### src/rtl/pe_pkg.sv
// Shared types and helpers for the 3x3 convolution PE-array sequencer.
package pe_pkg;

  localparam int unsigned KERNEL_SIZE = 3;
  localparam int unsigned CNT_W       = 10;

  typedef enum logic [2:0] {
    ST_IDLE  = 3'd0,
    ST_CLEAR = 3'd1,
    ST_RUN   = 3'd2,
    ST_DRAIN = 3'd3,
    ST_FIN   = 3'd4
  } state_e;

  // Packed code 0 is the plain 3-channel input; other codes are 2^(code+2) channels.
  function automatic logic [CNT_W-1:0] chan_count(input logic [2:0] packed_code);
    logic [CNT_W-1:0] count;
    if (packed_code == 3'd0) begin
      count = CNT_W'(KERNEL_SIZE);
    end else begin
      count = CNT_W'(1) << ({1'b0, packed_code} + 4'd2);
    end
    return count;
  endfunction

endpackage

### src/rtl/skew_line.sv
// Tapped shift register: bit i of taps is din delayed i+1 cycles; flush empties it.
module skew_line #(
  parameter int DEPTH = 54
) (
  input  logic             clk,
  input  logic             rst_n,
  input  logic             flush,
  input  logic             din,
  output logic [DEPTH-1:0] taps
);

  logic [DEPTH-1:0] taps_d;
  logic [DEPTH-1:0] taps_q;

  // Shift in the new strobe, or drop everything in flight on flush.
  always_comb begin
    taps_d = taps_q;
    if (flush) begin
      taps_d = '0;
    end else begin
      taps_d = (taps_q << 1) | DEPTH'(din);
    end
  end

  // Tap register.
  always_ff @(posedge clk or negedge rst_n) begin
    if (!rst_n) begin
      taps_q <= '0;
    end else begin
      taps_q <= taps_d;
    end
  end

  assign taps = taps_q;

endmodule

### src/rtl/pe_conv_ctrl.sv
// Job sequencer for the convolution PE array: buffer read addresses, skewed
// per-row start/clear strobes and collection of per-row done flags.
module pe_conv_ctrl
  import pe_pkg::*;
#(
  parameter int IMG_ROW = 54,
  parameter int COL_W   = 8,
  parameter int ADDR_W  = 16
) (
  input  logic               clk,
  input  logic               reset,
  input  logic               cfg_start,
  input  logic               cfg_abort,
  input  logic [2:0]         channel_packed,
  input  logic [COL_W-1:0]   cfg_cols,
  input  logic               buf_ready,
  output logic               rd_valid,
  output logic [ADDR_W-1:0]  img_addr,
  output logic [ADDR_W-1:0]  wgt_addr,
  output logic [IMG_ROW-1:0] pe_start,
  output logic [IMG_ROW-1:0] pe_clear,
  input  logic [IMG_ROW-1:0] pe_done,
  output logic               busy,
  output logic               job_done
);

  localparam int PROD_W = COL_W + CNT_W;

  state_e             state_d, state_q;
  logic [COL_W-1:0]   col_d, col_q;
  logic [COL_W-1:0]   last_col_d, last_col_q;
  logic [CNT_W-1:0]   ch_d, ch_q;
  logic [CNT_W-1:0]   chans_d, chans_q;
  logic [IMG_ROW-1:0] sticky_d, sticky_q;

  logic               start_strobe_s;
  logic               clear_strobe_s;
  logic               flush_start_s;
  logic [PROD_W-1:0]  lin_addr_s;

  // Next-state, counter and sticky-done logic; abort overrides every state but IDLE.
  always_comb begin
    state_d        = state_q;
    col_d          = col_q;
    last_col_d     = last_col_q;
    ch_d           = ch_q;
    chans_d        = chans_q;
    sticky_d       = sticky_q;
    start_strobe_s = 1'b0;
    clear_strobe_s = 1'b0;
    flush_start_s  = 1'b0;

    if (cfg_abort && (state_q != ST_IDLE)) begin
      state_d        = ST_IDLE;
      col_d          = '0;
      ch_d           = '0;
      sticky_d       = '0;
      flush_start_s  = 1'b1;
      clear_strobe_s = 1'b1;
    end else begin
      case (state_q)
        ST_IDLE: begin
          if (cfg_start) begin
            state_d    = ST_CLEAR;
            chans_d    = chan_count(channel_packed);
            last_col_d = (cfg_cols == '0) ? '0 : (cfg_cols - COL_W'(1));
            sticky_d   = '0;
          end else begin
            state_d = ST_IDLE;
          end
        end
        ST_CLEAR: begin
          clear_strobe_s = 1'b1;
          col_d          = '0;
          ch_d           = '0;
          sticky_d       = sticky_q | pe_done;
          state_d        = ST_RUN;
        end
        ST_RUN: begin
          sticky_d = sticky_q | pe_done;
          if (buf_ready) begin
            start_strobe_s = 1'b1;
            if (ch_q == (chans_q - CNT_W'(1))) begin
              ch_d = '0;
              if (col_q == last_col_q) begin
                col_d   = '0;
                state_d = ST_DRAIN;
              end else begin
                col_d = col_q + COL_W'(1);
              end
            end else begin
              ch_d = ch_q + CNT_W'(1);
            end
          end else begin
            ch_d = ch_q;
          end
        end
        ST_DRAIN: begin
          sticky_d = sticky_q | pe_done;
          if (&sticky_q) begin
            state_d = ST_FIN;
          end else begin
            state_d = ST_DRAIN;
          end
        end
        ST_FIN: begin
          sticky_d = '0;
          state_d  = ST_IDLE;
        end
        default: begin
          state_d  = ST_IDLE;
          col_d    = '0;
          ch_d     = '0;
          sticky_d = '0;
        end
      endcase
    end
  end

  // Control state, loop counters and latched job configuration.
  always_ff @(posedge clk or negedge reset) begin
    if (!reset) begin
      state_q    <= ST_IDLE;
      col_q      <= '0;
      last_col_q <= '0;
      ch_q       <= '0;
      chans_q    <= '0;
      sticky_q   <= '0;
    end else begin
      state_q    <= state_d;
      col_q      <= col_d;
      last_col_q <= last_col_d;
      ch_q       <= ch_d;
      chans_q    <= chans_d;
      sticky_q   <= sticky_d;
    end
  end

  // Linear image address; the product is wide enough that only the final cast wraps.
  always_comb begin
    lin_addr_s = PROD_W'(col_q) * PROD_W'(chans_q) + PROD_W'(ch_q);
  end

  assign rd_valid = (state_q == ST_RUN) && buf_ready;
  assign img_addr = ADDR_W'(lin_addr_s);
  assign wgt_addr = ADDR_W'(ch_q);
  assign busy     = (state_q != ST_IDLE);
  assign job_done = (state_q == ST_FIN);

  skew_line #(.DEPTH(IMG_ROW)) u_start_line (
    .clk   (clk),
    .rst_n (reset),
    .flush (flush_start_s),
    .din   (start_strobe_s),
    .taps  (pe_start)
  );

  skew_line #(.DEPTH(IMG_ROW)) u_clear_line (
    .clk   (clk),
    .rst_n (reset),
    .flush (1'b0),
    .din   (clear_strobe_s),
    .taps  (pe_clear)
  );

endmodule

### config.mk
export PLATFORM = sky130hd
export DESIGN_NAME = pe_conv_ctrl
export DESIGN_NICKNAME = d
export VERILOG_FILES = /design/src/rtl/pe_pkg.sv /design/src/rtl/skew_line.sv /design/src/rtl/pe_conv_ctrl.sv
export SDC_FILE = /design/constraint.sdc
export NUM_CORES = 1
export LEC_CHECK = 0
export ABC_AREA = 1
export CAP_MARGIN = 10
export CELL_PAD_IN_SITES_DETAIL_PLACEMENT = 1
export CELL_PAD_IN_SITES_GLOBAL_PLACEMENT = 2
export CORE_MARGIN = 2
export CORE_UTILIZATION = 34
export CTS_BUF_LIST = sky130_fd_sc_hd__clkbuf_16
export DETAILED_ROUTE_END_ITERATION = 8
export HOLD_SLACK_MARGIN = 0.02
export PLACE_DENSITY = 0.82
export SYNTH_ARGS = -nofsm -noshare
export SYNTH_HDL_FRONTEND = slang
export SYNTH_SLANG_ARGS = --single-unit
### constraint.sdc
create_clock -name clk -period 8.1 [get_ports clk]
set_clock_uncertainty 0.05 [all_clocks]
set_input_delay 2.025 -clock clk [delete_from_list [all_inputs] [get_ports clk]]
set_output_delay 2.025 -clock clk [all_outputs]
set_load 0.02 [all_outputs]
==> flow_summary.ini, run 1 <==
[global_routing]
grt_pass1_vias = 9104
grt_overflow_total = 0
grt_pass1_wl_mm = 47.95
grt_max_degree = 124
grtUsageTotal_pct = 18.04
antenna_found_initial = 1

[worst_setup_path]
critPathMaxStageDelay_ns = 0.76
start_kind = flip-flop
worstSetupPathType = flip-flop to output pin
critical_path_peak_fanout = 15
crit_start = col_q[3]
crit_path_frequent_cell = fa_1
arrival_ns = 5.45
cp-end-kind = output pin
regToRegSetupSlack_ns = 5.47
crit_required_ns = 6.03
rr_startpoint = chans_q[1]
slowest_stage = dfrtp_1
cp_cell_sequence = nand2_1 -> fa_1 -> fa_1 -> inv_1 -> fa_1 -> inv_1 -> fa_1 -> inv_1 -> ha_1 -> a21oi_1 -> o21ai_0 -> a21oi_1 -> nor2_1 -> nor2_1 -> xor2_1 -> clkdlybuf4s50_1

[pwr]
p_total_mw = 3.558
peakVddDrop_mv = 0.1502
leakagePower_nw = 6.877
power_density_nw_per_um2 = 259.6

[routing]
dr_total_vias = 8297
vias_per_cell = 4.607
first_pass_iters = 4
ant_nets = 0
drtIter0Drc = 321
wl_per_cell_um = 15.89
drc = 0
wirelength_mm = 28.62

[clocking]
clockRootBuffer = clkbuf_16
clockBufferDepth = 3
insertion_delay_ns = 0.50
htree_levels = 1
cts_buffers = 22
cts_resized = 0
cts.sinks = 201
clkSlewWorstSetupHoldPaths_ns = 0.06
cts_hold_buf = 0
cts_setup_buffers = 0
cts_tree = done

[timing]
tightestPinTransition_ns = 1.003
finalCritPeriodShare_pct = 92.87
fin_setup_tns_ns = 0
hold_ws_ns = 0.3181
maxSlewHeadroom_pct = 33.12
clock.fmax_mhz = 132.9
finalSetupViolCount = 0
drv_slew = 0
hold_violations = 0
min_period_ns = 7.523
rsz0062_at_grt = no
finalWorstSetupSlack_ns = 0.5773

[job]
cap_violations = 0

[die]
fp.dieW_um = 181.1
die_h_um = 181.1
start_util_pct = 34.70
die-area_um2 = 32810
core_area_um2 = 30750
io_pins = 213
std_cell_rows = 64

[place]
place_congestion = 0.7556
dp.cells = 1761
numPortBuffers = 206
placed_area_um2 = 13030
dp_hpwl_mm = 21.39
pre_cts_ws_ns = 1.109

[synth]
post-synth-top-count-cell = inv_1
synthXorXnorAreaFrac_pct = 3.823
synth_top_cells_by_count = inv_1 (241), nand2_1 (209), dfrtp_1 (201)
yosysTopAreaCellShare_pct = 47.14
synth.avg_cell_area_um2 = 8.883
ys.flop_type = dfrtp_1
yosysTopAreaCell = dfrtp_1
synth_area_leaders = dfrtp_1 (47%), fa_1 (11%), inv_1 (8.5%), nand2_1 (7.4%), nor2_1 (5.7%)
netlist-cell-type-count = 38
yosys_warnings = 0
yosys_register_bits = 201
synth_compound_area_share_pct = 5.371
synth_adder_area_share_pct = 14.92
synth-edff-count = 0
synth_cells = 1201
synth_top_family_by_area = simple AND/OR/NAND/NOR gates
ys_seq_area_share_pct = 47.14
synth.area.mux_share_pct = 0
synthSimpleGateAreaFrac_pct = 17.74
synth.cell_area_um2 = 10670
async_reset_ff_share_pct = 100.0

[worst_hold_path]
min_from = u_clear_line.taps[50]
hold_path.class = flip-flop to flip-flop

[layout]
drive_gt1_share_pct = 3.419
synthToLayoutAreaGrowth_pct = 28.45
utilization_pct = 44.57
stdcell_area_um2 = 13700
final_cells = 1801
final_nets = 1552

[status]
status = complete, no violations
## final timing paths
check / cells past startpoint / to
worst max-delay path: 16 / img_addr[12]
worst min-delay path: 0 / u_clear_line.taps[51]
worst max register to register: 14 / col_q[0]
worst min register to register: 0 / u_clear_line.taps[51]
max in group asynchronous: 2 / u_clear_line.taps[42]
min in group asynchronous: 1 / sticky_q[26]
## final cells by class
cell class                 instances  area, um2
timing repair buffer             210       2096
clock inverter                    16      96.34
sequential                       201       5030
clock buffer                      23      575.6
antenna                            1      2.502
inverter                         244      915.9
fill                            3593      17050
tap                              396      495.5
multi-input combinational        710       4493
## registers in the layout, indices dropped and copies added, names as in the netlist
signal             flops
sticky_q              54
last_col_q             8
col_q                  8
u_start_line.taps     54
u_clear_line.taps     54
chans_q               10
state_q                3
ch_q                  10
## critical path: cells and delay by family, from the launching register on
family | cells | cell delay (ns)
adders and majority gates | 5 | 2.36
DFF | 1 | 0.76
and+or+nand+nor | 3 | 0.35
xor gates and xnor gates | 1 | 0.15
buffers and inverters | 4 | 0.75
AOI/OAI and AO/OA | 3 | 0.58
## layout by cell type (no fill, tap or decap), types with 2 or more instances in the layout
master	instances
nand2_2	2
clkdlybuf4s50_1	205
fa_1	57
clkinv_2	4
nor2_2	2
xnor2_1	12
or2_2	3
nor3_1	10
nand3b_1	3
o22ai_1	4
nand3_1	42
clkinv_1	3
inv_1	248
nor4_1	4
nand2_1	209
nor2_1	161
o41ai_1	3
ha_1	36
a21oi_1	74
o21ai_0	18
clkbuf_16	23
nand4_1	17
buf_4	4
conb_1	6
xor2_1	32
o31ai_1	3
inv_2	3
dfrtp_1	201
## routing by layer
layer,GRT usage [%],part of all wire [%]
met1,22.94,44
met2,32.63,51
met3,2.419,3.4
met4,4.000,2.0
met5,0,0
## report_power, final
group / switching [mW] / internal, mW / leakage, nW
clock network: 0.395 / 0.543 / 0.360
registers: 0.213 / 1.28 / 2.65
logic: 0.687 / 0.441 / 3.87
## logic make-up (layout without fill, tap and decap cells)
family          count (synthesis)  in the layout
simple gates                  459            459
buf+inv                       295            493
flops                         201            201
compound gates                107            107
fa+ha+maj                      93             93
xor+xnor                       45             45
other cells                     1              7
(Power assumes the default switching activity.)
==> run 2, diff against run 1 <==
--- a/config.mk
+++ b/config.mk
@@ -13,6 +13,7 @@
 export CORE_UTILIZATION = 34
 export CTS_BUF_LIST = sky130_fd_sc_hd__clkbuf_16
 export DETAILED_ROUTE_END_ITERATION = 8
+export GPL_ROUTABILITY_DRIVEN = 0
 export HOLD_SLACK_MARGIN = 0.02
 export PLACE_DENSITY = 0.82
 export SYNTH_ARGS = -nofsm -noshare
==> results of run 2 <==
Final layout, timing and power as in run 1 (identical DEF).
==> run 3, diff against run 2 <==
--- a/config.mk
+++ b/config.mk
@@ -10,12 +10,12 @@
 export CELL_PAD_IN_SITES_DETAIL_PLACEMENT = 1
 export CELL_PAD_IN_SITES_GLOBAL_PLACEMENT = 2
 export CORE_MARGIN = 2
-export CORE_UTILIZATION = 34
+export CORE_UTILIZATION = 31
 export CTS_BUF_LIST = sky130_fd_sc_hd__clkbuf_16
 export DETAILED_ROUTE_END_ITERATION = 8
 export GPL_ROUTABILITY_DRIVEN = 0
 export HOLD_SLACK_MARGIN = 0.02
-export PLACE_DENSITY = 0.82
+export PLACE_DENSITY = 0.76
 export SYNTH_ARGS = -nofsm -noshare
 export SYNTH_HDL_FRONTEND = slang
 export SYNTH_SLANG_ARGS = --single-unit
==> constraint.sdc (replaced) <==
create_clock -name clk -period 7.9 [get_ports clk]
set_clock_uncertainty 0.05 [all_clocks]
set_input_delay 1.975 -clock clk [delete_from_list [all_inputs] [get_ports clk]]
set_output_delay 1.975 -clock clk [all_outputs]
set_load 0.02 [all_outputs]
==> run 3 against run 2 <==
Via count fell by 1.1%. Sequential cell count did not move. Worst hold slack improved by 0.0036 ns. Cell count rose by 2.8%. Clock power fell by 3.2%. Global-route usage fell by 1.8 points. Critical endpoint is now img_addr[15]. Sequential share of layout area fell by 0.060 points. Count of clock-buffer cells in the layout fell by 2. Core utilization fell by 3.8 points. Critical path depth did not move.
==> flow_summary.ini, run 3 (synthesis results as in run 1) <==
[worst_setup_path]
critical_path.endpoint = img_addr[15]
start_kind = flip-flop
ff2ff_path_depth = 14
regToRegSetupSlack_ns = 5.23
arrival_ns = 5.42
worst_r2r_endpoint = col_q[5]
cp-end-kind = output pin
rr_startpoint = chans_q[1]
crit_required_ns = 5.88
worstSetupPathType = flip-flop to output pin
critical_path_peak_fanout = 15
crit_start = col_q[0]

[worst_hold_path]
hold_path.class = flip-flop to flip-flop

[die]
std_cell_rows = 67
io_pins = 213
core_area_um2 = 33700
die-area_um2 = 35920
fp.dieW_um = 189.5
start_util_pct = 31.66
die_h_um = 189.5

[layout]
synthToLayoutAreaGrowth_pct = 28.66
utilization_pct = 40.73
n_antenna_cell = 0
final_nets = 1553
final_cells = 1852
drive_gt1_share_pct = 3.348
layout_common_cells = inv_1 (246), nand2_1 (209), clkdlybuf4s50_1 (205)
final_common_cell = inv_1

[clocking]
htree_levels = 1
cts_buffers = 21
clockRootBuffer = clkbuf_16
cts_hold_buf = 0
clkSlewWorstSetupHoldPaths_ns = 0.06
cts_tree = done
cts.sinks = 201
insertion_delay_ns = 0.49
cts_setup_buffers = 0
clockBufferDepth = 3
cts_resized = 0

[global_routing]
grtUsageTotal_pct = 16.25
grt_max_degree = 125
grt_overflow_total = 0
grt_pass1_vias = 8830
antenna_found_initial = 0
grt_pass1_wl_mm = 47.13

[timing]
min_period_ns = 7.440
rsz0062_at_grt = no
clock.fmax_mhz = 134.4
fin_setup_tns_ns = 0
finalCritPeriodShare_pct = 94.18
tightestPinTransition_ns = 1.039
hold_ws_ns = 0.3217
finalSetupViolCount = 0
hold_violations = 0
maxSlewHeadroom_pct = 30.71
drv_slew = 0

[pwr]
peakVddDrop_mv = 0.2493
power_density_nw_per_um2 = 261.4
p_total_mw = 3.588
leakagePower_nw = 6.852

[status]
status = complete, no violations

[place]
numPortBuffers = 206
dp.cells = 1815
dp_hpwl_mm = 21.14

[job]
cap_violations = 0

[routing]
first_pass_iters = 4
dr_total_vias = 8205
wl_per_cell_um = 15.14
vias_per_cell = 4.430
ant_nets = 0
drc = 0
wirelength_mm = 28.04
drtIter0Drc = 344
-- run 3: cell count changes in the layout (fill, tap and decap cells not counted), sizes merged --
| cell | before | now |
|---|---|---|
| clkbuf | 24 | 22 |
| diode | 1 | 0 |
| buf | 4 | 6 |
| clkinv | 7 | 10 |
| inv | 252 | 249 |
-- run 3: stage by stage --
stage	setup WS (ns)	cell area, um2
after global placement	0.9961	13110
after floorplan	1.581	10690
after global routing	0.08134	13730
after CTS	0.3991	13730
final	0.4598	13730
after detailed placement	0.9409	13110
-- run 3: layout make-up --
cell class | count | area [um2]
fillers | 3922 | 19970
repair buffers | 212 | 2111
flip-flops and latches | 201 | 5030
clock inverters | 16 | 91.34
well taps | 448 | 560.5
clock buffers | 21 | 525.5
multi-input cells | 710 | 4493
inverters | 244 | 915.9
-- run 3: worst max-delay path: stages (launching register included) --
cell and delay (ns):
dfrtp_1 0.67, nand2_1 0.15, fa_1 0.52, inv_1 0.05
fa_1 0.50, inv_1 0.05, fa_1 0.48, fa_1 0.49
inv_1 0.04, ha_1 0.33, a21oi_1 0.16, nand2_1 0.13
a21oi_1 0.37, nor3_1 0.08, nor2_1 0.13, xor2_1 0.15
clkdlybuf4s50_1 0.61
-- run 3: per-layer routing --
layer	vias to the layer above	part of all wire [%]	global-route usage, %
met5	-	0	0
met4	0	1.2	2.594
met1	4048	46	21.77
met2	135	49	28.66
met3	26	3.5	2.002
li1	3996	-	-
-- run 3: worst min-delay path by stage --
stage | from | endpoint | slack [ns] | depth (start not counted)
5_1_grt | u_clear_line.taps[46] | u_clear_line.taps[47] | 0.33 | 0
4_1_cts | u_clear_line.taps[32] | u_clear_line.taps[33] | 0.32 | 0
3_3_place_gp | u_clear_line.taps[25] | u_clear_line.taps[26] | 0.31 | 0
6_report | u_clear_line.taps[32] | u_clear_line.taps[33] | 0.32 | 0
3_5_place_dp | u_clear_line.taps[42] | u_clear_line.taps[43] | 0.31 | 0
2_1_floorplan | last_col_q[0] | last_col_q[0] | 0.42 | 2
-- run 3: power breakdown --
part	leakage (nW)	internal, mW	switching, mW
sequential	2.65	1.31	0.213
clock	0.325	0.513	0.395
combinational	3.88	0.455	0.702
total	6.85	2.28	1.31
